$ cat src/rtl/countdown_pkg.sv
// countdown_m shared types and default widths.
package countdown_pkg;
    localparam int CD_WIDTH = 5;
    localparam int CD_PRE_W = 4;

    typedef enum logic [1:0] {
        IDLE = 2'd0,
        RUN  = 2'd1,
        DONE = 2'd2
    } state_t;
endpackage

$ cat src/rtl/prescaler_m.sv
// Tick divider for countdown_m: one tick every (i_div+1) enabled cycles.
// Compiled only when PRESCALE_EN is defined.
`ifdef PRESCALE_EN
module prescaler_m
    import countdown_pkg::*;
#(
    parameter int PRE_W = CD_PRE_W
) (
    input  logic             clk,
    input  logic             rst_,
    input  logic             i_clr,
    input  logic             i_en,
    input  logic [PRE_W-1:0] i_div,
    output logic             o_tick
);
    logic [PRE_W-1:0] r_cnt;
    logic             w_wrap;

    assign w_wrap = (r_cnt == i_div);
    assign o_tick = i_en && w_wrap && !i_clr;

    always_ff @(posedge clk or negedge rst_) begin
        if (!rst_) begin
            r_cnt <= '0;
        end else if (i_clr) begin
            r_cnt <= '0;
        end else if (i_en) begin
            r_cnt <= w_wrap ? '0 : r_cnt + PRE_W'(1);
        end
    end
endmodule
`endif

$ cat src/rtl/countdown_m.sv
// Loadable down-counter/timer with one-shot or auto-reload operation.
// Optional prescaler on the count enable when PRESCALE_EN is defined.
module countdown_m
    import countdown_pkg::*;
#(
    parameter int WIDTH = CD_WIDTH,
    parameter int PRE_W = CD_PRE_W
) (
    input  logic             clk,
    input  logic             rst_,
    input  logic             load,
    input  logic [WIDTH-1:0] data,
    input  logic             en,
    input  logic             auto_reload,
`ifdef PRESCALE_EN
    input  logic [PRE_W-1:0] prescale,
`endif
    output logic [WIDTH-1:0] count,
    output logic             tc,
    output logic             busy,
    output logic             done
);
    state_t           r_state;
    state_t           w_state_nxt;
    logic [WIDTH-1:0] r_count;
    logic [WIDTH-1:0] w_count_nxt;
    logic [WIDTH-1:0] r_reload;
    logic [WIDTH-1:0] w_reload_nxt;
    logic             r_tc;
    logic             w_tc_nxt;
    logic             w_step;

`ifdef PRESCALE_EN
    prescaler_m #(
        .PRE_W (PRE_W)
    ) u_pre (
        .clk    (clk),
        .rst_   (rst_),
        .i_clr  (load),
        .i_en   (en),
        .i_div  (prescale),
        .o_tick (w_step)
    );
`else
    assign w_step = en;
`endif

    always_ff @(posedge clk or negedge rst_) begin
        if (!rst_) begin
            r_state  <= IDLE;
            r_count  <= '0;
            r_reload <= '0;
            r_tc     <= 1'b0;
        end else begin
            r_state  <= w_state_nxt;
            r_count  <= w_count_nxt;
            r_reload <= w_reload_nxt;
            r_tc     <= w_tc_nxt;
        end
    end

    // A zero load parks in IDLE so the count can never wrap to all-ones.
    always_comb begin
        w_state_nxt  = r_state;
        w_count_nxt  = r_count;
        w_reload_nxt = r_reload;
        w_tc_nxt     = 1'b0;
        if (load) begin
            w_count_nxt  = data;
            w_reload_nxt = data;
            w_state_nxt  = (data != '0) ? RUN : IDLE;
        end else if (r_state == RUN && w_step) begin
            if (r_count > WIDTH'(1)) begin
                w_count_nxt = r_count - WIDTH'(1);
            end else begin
                w_tc_nxt = 1'b1;
                if (auto_reload) begin
                    w_count_nxt = r_reload;
                end else begin
                    w_count_nxt = '0;
                    w_state_nxt = DONE;
                end
            end
        end
    end

    assign count = r_count;
    assign tc    = r_tc;
    assign busy  = (r_state == RUN);
    assign done  = (r_state == DONE);
endmodule

$ cat config.mk
export PLATFORM = sky130hd
export DESIGN_NAME = countdown_m
export DESIGN_NICKNAME = d
export VERILOG_FILES = /design/src/rtl/countdown_pkg.sv /design/src/rtl/prescaler_m.sv /design/src/rtl/countdown_m.sv
export SDC_FILE = /design/constraint.sdc
export NUM_CORES = 1
export LEC_CHECK = 0
export CORE_MARGIN = 2
export CORE_UTILIZATION = 40
export DETAILED_ROUTE_END_ITERATION = 16
export GPL_ROUTABILITY_DRIVEN = 0
export PLACE_DENSITY = 0.67
export SKIP_CTS_REPAIR_TIMING = 1
export SYNTH_ARGS = -nofsm -noshare
export SYNTH_HDL_FRONTEND = slang
export SYNTH_SLANG_ARGS = --single-unit
export TNS_END_PERCENT = 50
$ cat constraint.sdc
create_clock -name clk -period 3.3 [get_ports clk]
set_input_delay 0.66 -clock clk [delete_from_list [all_inputs] [get_ports clk]]
set_output_delay 0.66 -clock clk [all_outputs]
set_load 0.02 [all_outputs]
* After elaboration in Yosys (flattened, before gate mapping)
Index checks and enable logic that the tools add are counted.
** Storage, ports and cells
- Register bits :: 13
- Logic and storage cells :: 26
** Operators by class
- Add/subtract/negate cells :: 1
- Reduce and logical (&&, ||, !) cells :: 4
- Equality and inequality tests :: 4
- Mux-type cells :: 12
- Order comparisons :: 1
** Operator list (number)
- 5-bit two-way mux :: 4
- 2-bit two-way mux :: 4
- 5-bit by 1-bit > comparator with 1-bit output (second input constant) :: 1
- 5-bit nonzero test :: 1
- 5-bit by 1-bit subtractor with 5-bit output (second input constant) :: 1
- 1-bit two-way mux :: 4
- 2-bit inequality test (second input constant) :: 2
- 3-bit AND reduction :: 1
- 2-bit by 1-bit == test with 1-bit output (second input constant) :: 1
- 2-bit == test (second input constant) :: 1
- 2-bit nonzero test :: 1
- 1-bit logical AND :: 1

* Logic depth before layout (Yosys ltp)
Gate-level depths: netlist (run 1).
- Word-level depth :: 4
- Gate-level depth with buffers :: 6

* Worst setup path after synthesis (run 1)
No wires, ideal clock.
- Kind :: register to register
- From :: register r_count[1], in the netlist count[1]
- To :: register r_count[2], in the netlist count[2]
- Path slack :: 1.481 ns
- Stages on the path, launching flop included :: 7
- Required time :: 3.214 ns
- Setup time :: 0.086 ns
- Arrival time :: 1.733 ns
- Cells stage by stage :: dfrtp_1 -> inv_1 -> ha_1 -> o21bai_2 -> and2_4 -> or4_1 -> a32oi_1
** Between the ends
- Longest elaborated chain between the ends :: 4
- Elaborated cells on any way between the ends :: 5
- Classes of those cells :: add/sub: 1; order compare: 1; mux: 3
** RTL lines
- start: declaration :: line countdown_m.sv:25 : logic [WIDTH-1:0] r_count;
- start signal: assignment :: line countdown_m.sv:56 : r_count <= w_count_nxt;
- 5-bit by 1-bit subtractor with 5-bit output / 5-bit by 1-bit > comparator with 1-bit output (equally long branches) :: line countdown_m.sv:74, countdown_m.sv:73
- 5-bit two-way mux * :: line countdown_m.sv:73 : if (r_count > WIDTH'(1)) begin
- 5-bit two-way mux * :: line countdown_m.sv:72 : end else if (r_state == RUN && w_step) begin
- 5-bit two-way mux * :: line countdown_m.sv:68 : if (load) begin
Every way passes the cells marked *; elsewhere a longest branch is shown, timed or not. The select of a mux whose other input is x is not followed.
A chain may end at the register's enable or synchronous reset.

* Worst setup path in the final report (run 1)
- From :: register r_state[0]
- To :: output busy
** Between the ends
- Longest elaborated chain between the ends :: 1
** RTL lines
- start: declaration :: line countdown_m.sv:23 : state_t r_state;
- start signal: assignment :: line countdown_m.sv:55 : r_state <= w_state_nxt;
- 2-bit by 1-bit == test with 1-bit output :: line countdown_m.sv:89 : assign busy = (r_state == RUN);
- end: declaration :: line countdown_m.sv:20 : output logic busy,
No other way between the ends.

==> results of run 1 <==
-- cell families after synthesis --
kind of cell               count (synthesis)  synth area share (%)
AOI/OAI and AO/OA                         24                  23.2
adders and majority gates                  2                  3.54
buffers and inverters                     11                  5.84
DFF                                       13                  46.0
muxes                                      1                  1.59
and+or+nand+nor                           25                  19.8
-- final cells by class --
cell class	count	share of cell area, %
flip-flops and latches	13	35.5
clock buffers	4	2.86
inverters	9	3.68
well taps	17	2.32
repair buffers	17	18.6
multi-input cells	52	37.1
-- cells in the final DEF (no fill, tap or decap) --
master and count:
clkdlybuf4s50_1 17, dfrtp_1 13, inv_1 9, nand2_1 8, o21ai_0 4, a21oi_1 4, nor2b_1 3, o21ai_1 3
nor2_1 3, clkbuf_4 3, nor3_1 2, or4_1 2, or3_1 2, a311oi_1 2, o31ai_1 2, ha_1 2
o21bai_2 1, nor3_2 1, and3b_1 1, and2_4 1, or3b_1 1, a41oi_1 1, o32ai_1 1, nand4_1 1
a32oi_1 1, o21a_1 1, o41ai_1 1, a31oi_1 1, o311ai_0 1, a21o_1 1, mux2_2 1, clkbuf_1 1
-- power by group through the flow --
stage                     registers, mW  logic, mW  clock network [mW]
after floorplan                   0.199     0.0512                   0
after global placement            0.193      0.105                   0
after detailed placement          0.194      0.105                   0
after CTS                         0.191      0.106               0.103
after global routing              0.193      0.116               0.111
final                             0.191      0.106              0.0972
-- registers in the layout, indices dropped and copies added (netlist names) --
| signal | flops |
|---|---|
| r_reload | 5 |
| tc | 1 |
| count | 5 |
| r_state | 2 |
-- how the worst max path moves through the flow --
stage / start / end / slack, ps
floorplan: count[1] / count[2] / 1480
global placement: load / count[3] / 1060
detailed placement: load / count[3] / 1030
CTS: r_state[0] / busy / 1180
global route: r_state[1] / busy / 1140
finish: r_state[0] / busy / 1200
-- metal layers --
| layer | share of wire (%) | global-route usage [%] | wire length, µm |
|---|---|---|---|
| met5 | 0 | 0 | 0 |
| met4 | 2.0 | 8.57 | 31 |
| met3 | 4.6 | 5.95 | 73 |
| met2 | 48 | 26.4 | 761 |
| met1 | 46 | 21.8 | 723 |
-- stage by stage --
step	power [mW]	util, %	std cells	setup WS [ps]
floorplan	0.251	-	76	1480
global placement	0.298	52.7	108	1060
detailed placement	0.299	52.7	108	1030
CTS	0.399	54.3	112	1180
global route	0.420	54.3	112	1140
finish	0.394	54.3	112	1200
==> metrics.csv, run 1 <==
metric;value;unit
top_reg_cell synth;dfrtp_1;
TritonCTS Buffers;3;
WHS Endpoint;r_reload[2];
CP Capture Type;primary output;
worst setup path class;flop to primary output;
RR Endpoint;count[2];
Fillers;165;
initial antenna violation count;0;
routed len/inst;14.2;µm
syn_area_per_cell;9.30;µm²
Worst-path clk slew;70;ps
family with the most delay on the worst path;buffers and inverters;
vias in the first global route;532;
port bufs;17;
P_sw;0.123;mW
worst hold slack;522;ps
count of final setup violators;0;
Hold Path Class;flop to flop;
Pre-antenna DRT Iters;4;
Syn Nets;88;
initial drt markers;10;
Synth top area share;46.0;%
Die Width;46.0;µm
Ys Warns;0;
H-Tree Level Count;1;
CTS tree;yes;
max-slew violations;0;
Total GRT Usage;17.4;%
most common library cells after synthesis;dfrtp_1, inv_1, nand2_1;
PwrDens;429;mW/mm²
R2R setup slack;1440;ps
CP arrival;1440;ps
sequential share of the synthesized area;46.0;%
CP Buf/Inv Count;1;
CP Launch Type;flop;
multi-input gate area in the final layout;340;µm²
Worst path slowest cell;clkdlybuf4s50_1;
crit share post-route;63.8;%
# DRC;0;
design area;917;µm²
Crit Path Max Fanout;4;
Worst EP required;2640;ps
Initial Util;41.9;%
Syn-to-layout area delta;29.7;%
Cells after Synth;76;
setup TNS;0;ps
leakage power;0.389;nW
skew final;8.08;ps
Pint;0.271;mW
Reg power frac;48.5;%
Max VDD drop;0.000242;V
proportion of layout cells with a drive suffix above 1;7.37;%
R2R depth;6;
Slew HR;58.7;%
Worst Hold Path Cells;1;
Sw Ratio;31.2;%
most frequent cell after synthesis;dfrtp_1;
core area;0.00169;mm²
total gr overflow;0;
Max-Cap Viols;0;
worst flop-to-flop path startpoint;count[1];
RSZ-0062 raised after global routing;false;
worst path cell trace;nor2b_1 -> clkdlybuf4s50_1;
FFs w/ async S/R, synth;100;%
post-synthesis cell area;707;µm²
top post-synthesis cells by area;dfrtp_1, inv_1, nand2_1, ha_1, a21oi_1;
Worst path max stage delay;620;ps
status;finished, final reports clean;
antenna-violating nets left;0;
maximum clock rate;0.475;GHz
register area;325;µm²
Slew @ Worst Pin;617;ps
hold_sp;r_reload[2];
IO Pins;18;
Netlist cell types;30;
Clk network pwr share;24.7;%
Tmin final;2100;ps
total wire length;1590;µm
CTS Sinks;13;
Logic pwr share;26.8;%
placed cell area;891;µm²
WP depth;2;
row cnt;15;
synthesis-stage register bit count;13;
Clock Tree Buf Depth;2;
DP HPWL;1200;µm
DR vias/cell;5.67;
first-pass GRT wire length;2500;µm
Die ar.;0.00212;mm²
Die Ht;46.0;µm
Synth area leader;dfrtp_1;
largest net degree at the start of global routing;22;
CTS root buf;clkbuf_4;
routed via count;635;
Nets;108;
Inserted Diodes;0;
EDFF count, synth;0;
Worst-Skew Late Latency;280;ps
Final Hold Fails;0;
(Power assumes the default switching activity.)
==> run 2: changes to the inputs <==
==> constraint.sdc (replaced) <==
create_clock -name clk -period 2.1 [get_ports clk]
set_input_delay 0.42 -clock clk [delete_from_list [all_inputs] [get_ports clk]]
set_output_delay 0.42 -clock clk [all_outputs]
set_load 0.02 [all_outputs]
==> metrics.csv, run 2 (synthesized netlist as in run 1, its figures left out) <==
metric;value;unit
status;finished, final reports clean;
most frequent cells in the layout;clkdlybuf4s50_1, dfrtp_1, inv_1;
Final Hold Fails;0;
vias in the first global route;567;
Max VDD drop;0.000445;V
RR Endpoint;count[2];
proportion of layout cells with a drive suffix above 1;10.3;%
worst path cell trace;nor2b_1 -> clkdlybuf4s50_1;
total gr overflow;0;
H-Tree Level Count;1;
commonest non-fill, non-tap cell in the layout;clkdlybuf4s50_1;
CP Launch Type;flop;
register area;325;µm²
Final Worst Setup Slack;193;ps
Worst path max stage delay;630;ps
DP Worst Slack;261;ps
count of final setup violators;0;
family with the most delay on the worst path;buffers and inverters;
# DRC;0;
Worst-Skew Late Latency;280;ps
CTS Sinks;13;
first-pass GRT wire length;2670;µm
maximum clock rate;0.524;GHz
CP Capture Type;primary output;
Die ar.;0.00212;mm²
antenna-violating nets left;0;
Initial Util;41.9;%
Slew HR;60.2;%
Nets;110;
max-slew violations;0;
Total Power;0.628;mW
routed len/inst;14.3;µm
port bufs;17;
IO Pins;18;
Clock Tree Buf Depth;2;
R2R depth;5;
Slew @ Worst Pin;595;ps
Hold Path Class;input pin to async pin;
Syn-to-layout area delta;32.0;%
RSZ-0062 raised after global routing;false;
Fillers;153;
Tmin final;1910;ps
multi-input gate area in the final layout;340;µm²
R2R setup slack;250;ps
DR vias/cell;5.60;
row cnt;15;
initial drt markers;24;
worst setup path class;flop to primary output;
skew final;3.34;ps
PwrDens;673;mW/mm²
CTS tree;yes;
Worst path slowest cell;clkdlybuf4s50_1;
crit share post-route;90.8;%
TritonCTS Buffers;3;
CTS root buf;clkbuf_4;
worst flop-to-flop path startpoint;count[0];
largest net degree at the start of global routing;17;
Total GRT Usage;18.2;%
Inserted Diodes;0;
Worst EP required;1680;ps
Worst-path clk slew;80;ps
total wire length;1630;µm
setup TNS;0;ps
CP Buf/Inv Count;1;
initial antenna violation count;0;
Die Ht;46.0;µm
core area;0.00169;mm²
leakage power;0.402;nW
DP HPWL;1230;µm
Final Util;55.3;%
Pre-antenna DRT Iters;4;
CP arrival;1490;ps
Max-Cap Viols;0;
Die Width;46.0;µm
Crit Path Max Fanout;4;
routed via count;638;
[run 2: area by class of cell]
class,instances,area share [%]
clock inverter,1,0.536
sequential,13,34.9
multi-input combinational,52,36.5
clock buffer,3,2.41
tap,17,2.28
inverter,9,3.62
timing repair buffer,19,19.8
[run 2: report_power, final]
part | internal (mW) | total [mW] | switching, mW | leakage (nW)
Clock | 0.0708 | 0.160 | 0.0892 | 0.0177
Combinational | 0.0818 | 0.170 | 0.0880 | 0.225
Sequential | 0.273 | 0.298 | 0.0253 | 0.159
Total | 0.426 | 0.628 | 0.203 | 0.402
[run 2: routing by layer]
metal  track usage [%]  wire [µm]  share of wire, %
met4              10.3         38               2.3
met2              26.4        754                46
met5                 0          0                 0
met3              2.78         71               4.4
met1              25.4        765                47
[run 2: per-stage QoR]
stage,cells,hold WS [ps],cell area [µm²]
floorplan,76,124,707
global placement,110,503,906
detailed placement,110,502,906
CTS,114,524,933
global route,114,554,933
finish,114,505,933
[run 2: worst max path at each step]
stage	end	startpoint	cells past startpoint	slack [ps]
floorplan	count[2]	count[1]	6	280
global placement	r_state[0]	data[0]	4	370
detailed placement	count[2]	count[1]	6	260
CTS	busy	r_state[0]	2	190
global route	busy	r_state[0]	2	130
finish	busy	r_state[0]	2	190
==> run 3: changes to the inputs <==
--- a/config.mk
+++ b/config.mk
@@ -6,10 +6,10 @@
 export NUM_CORES = 1
 export LEC_CHECK = 0
 export CORE_MARGIN = 2
-export CORE_UTILIZATION = 40
+export CORE_UTILIZATION = 45
 export DETAILED_ROUTE_END_ITERATION = 16
 export GPL_ROUTABILITY_DRIVEN = 0
-export PLACE_DENSITY = 0.67
+export PLACE_DENSITY = 0.74
 export SKIP_CTS_REPAIR_TIMING = 1
 export SYNTH_ARGS = -nofsm -noshare
 export SYNTH_HDL_FRONTEND = slang
==> metrics.csv, run 3 (synthesized netlist as in run 1, its figures left out) <==
metric;value;unit
DP HPWL;1280;µm
Inserted Diodes;0;
leakage power;0.407;nW
status;finished, final reports clean;
count of final setup violators;0;
P_sw;0.203;mW
placed cell area;912;µm²
RSZ-0062 raised after global routing;false;
Die Width;43.6;µm
initial antenna violation count;0;
# DRC;0;
Fillers;120;
CTS Sinks;13;
Clock Tree Buf Depth;2;
row cnt;14;
register area;325;µm²
Hold Path Class;input pin to async pin;
TritonCTS Buffers;3;
proportion of layout cells with a drive suffix above 1;11.2;%
most frequent cells in the layout;clkdlybuf4s50_1, dfrtp_1, inv_1;
total gr overflow;0;
CTS root buf;clkbuf_4;
DR vias/cell;5.78;
crit share post-route;89.8;%
routed via count;659;
Slew HR;61.6;%
port bufs;17;
Worst EP required;1680;ps
initial drt markers;16;
Worst-Skew Late Latency;280;ps
Final Hold Fails;0;
Reg power frac;47.6;%
Crit Path Max Fanout;4;
setup TNS;0;ps
Total Power;0.629;mW
total wire length;1610;µm
Max VDD drop;0.000401;V
Sw Ratio;32.2;%
Total GRT Usage;20.6;%
Pint;0.427;mW
Max-Cap Viols;0;
Clk network pwr share;25.1;%
largest net degree at the start of global routing;14;
CP arrival;1470;ps
Nets;111;
CP Capture Type;primary output;
worst hold slack;499;ps
Die ar.;0.00190;mm²
first-pass GRT wire length;2820;µm
Worst-path clk slew;80;ps
Slew @ Worst Pin;575;ps
worst setup path class;flop to primary output;
Initial Util;47.5;%
Syn-to-layout area delta;32.9;%
PwrDens;670;mW/mm²
maximum clock rate;0.530;GHz
Die Ht;43.6;µm
routed len/inst;14.1;µm
CP Launch Type;flop;
antenna-violating nets left;0;
H-Tree Level Count;1;
skew final;1.06;ps
CTS tree;yes;
design area;940;µm²
IO Pins;18;
Logic pwr share;27.3;%
commonest non-fill, non-tap cell in the layout;clkdlybuf4s50_1;
max-slew violations;0;
Pre-antenna DRT Iters;4;
vias in the first global route;647;
Tmin final;1890;ps
multi-input gate area in the final layout;340;µm²
core area;0.00149;mm²
run 3: changes by cell type in the layout (fill, tap and decap cells not counted), sizes merged:
cell  delta
buf      +1
run 3: final timing paths:
path,from,end,slack (ps),cells past startpoint
worst min register to register,r_reload[2],r_reload[2],520,1
max in group asynchronous,rst_,r_reload[3],1230,1
worst max-delay path,r_state[0],busy,210,2
worst max register to register,count[0],count[2],220,5
worst min-delay path,rst_,count[4],500,1
min in group clk,r_reload[2],r_reload[2],520,1
run 3: layout make-up:
| type | instances | share of cell area, % |
|---|---|---|
| clock buffer | 3 | 2.40 |
| clock inverter | 1 | 0.533 |
| inverter | 9 | 3.60 |
| multi-input combinational | 52 | 36.2 |
| sequential | 13 | 34.6 |
| tap | 16 | 2.13 |
| timing repair buffer | 20 | 20.5 |
run 3: per-layer routing:
metal  wire [µm]  part of all wire (%)  vias to the layer above  global-route usage [%]
met3          71                   4.4                        9                    4.17
met5           0                     0                        -                       0
met4          76                   4.7                        0                    14.5
met2         764                    47                       27                    33.5
met1         698                    43                      304                    23.8
li1            -                     -                      319                       -
run 3: metrics by stage:
step           std cells  setup WS [ps]  util [%]
6_report             114            214      63.1
5_1_grt              114            126      63.1
4_1_cts              114            204      63.1
3_5_place_dp         110            266      61.3
3_3_place_gp         110            288      61.3
2_1_floorplan         76            281         -
run 3: worst max-delay path: stages, from the launching register on:
cell             delay, ps
dfrtp_1                380
nor2b_1                180
clkdlybuf4s50_1        620
run 3: power by group through the flow:
stage | logic, mW | clock network (mW) | registers (mW)
after floorplan | 0.0804 | 0 | 0.313
after global placement | 0.169 | 0 | 0.303
after detailed placement | 0.171 | 0 | 0.304
after CTS | 0.172 | 0.162 | 0.299
after global routing | 0.190 | 0.176 | 0.303
final | 0.172 | 0.158 | 0.299
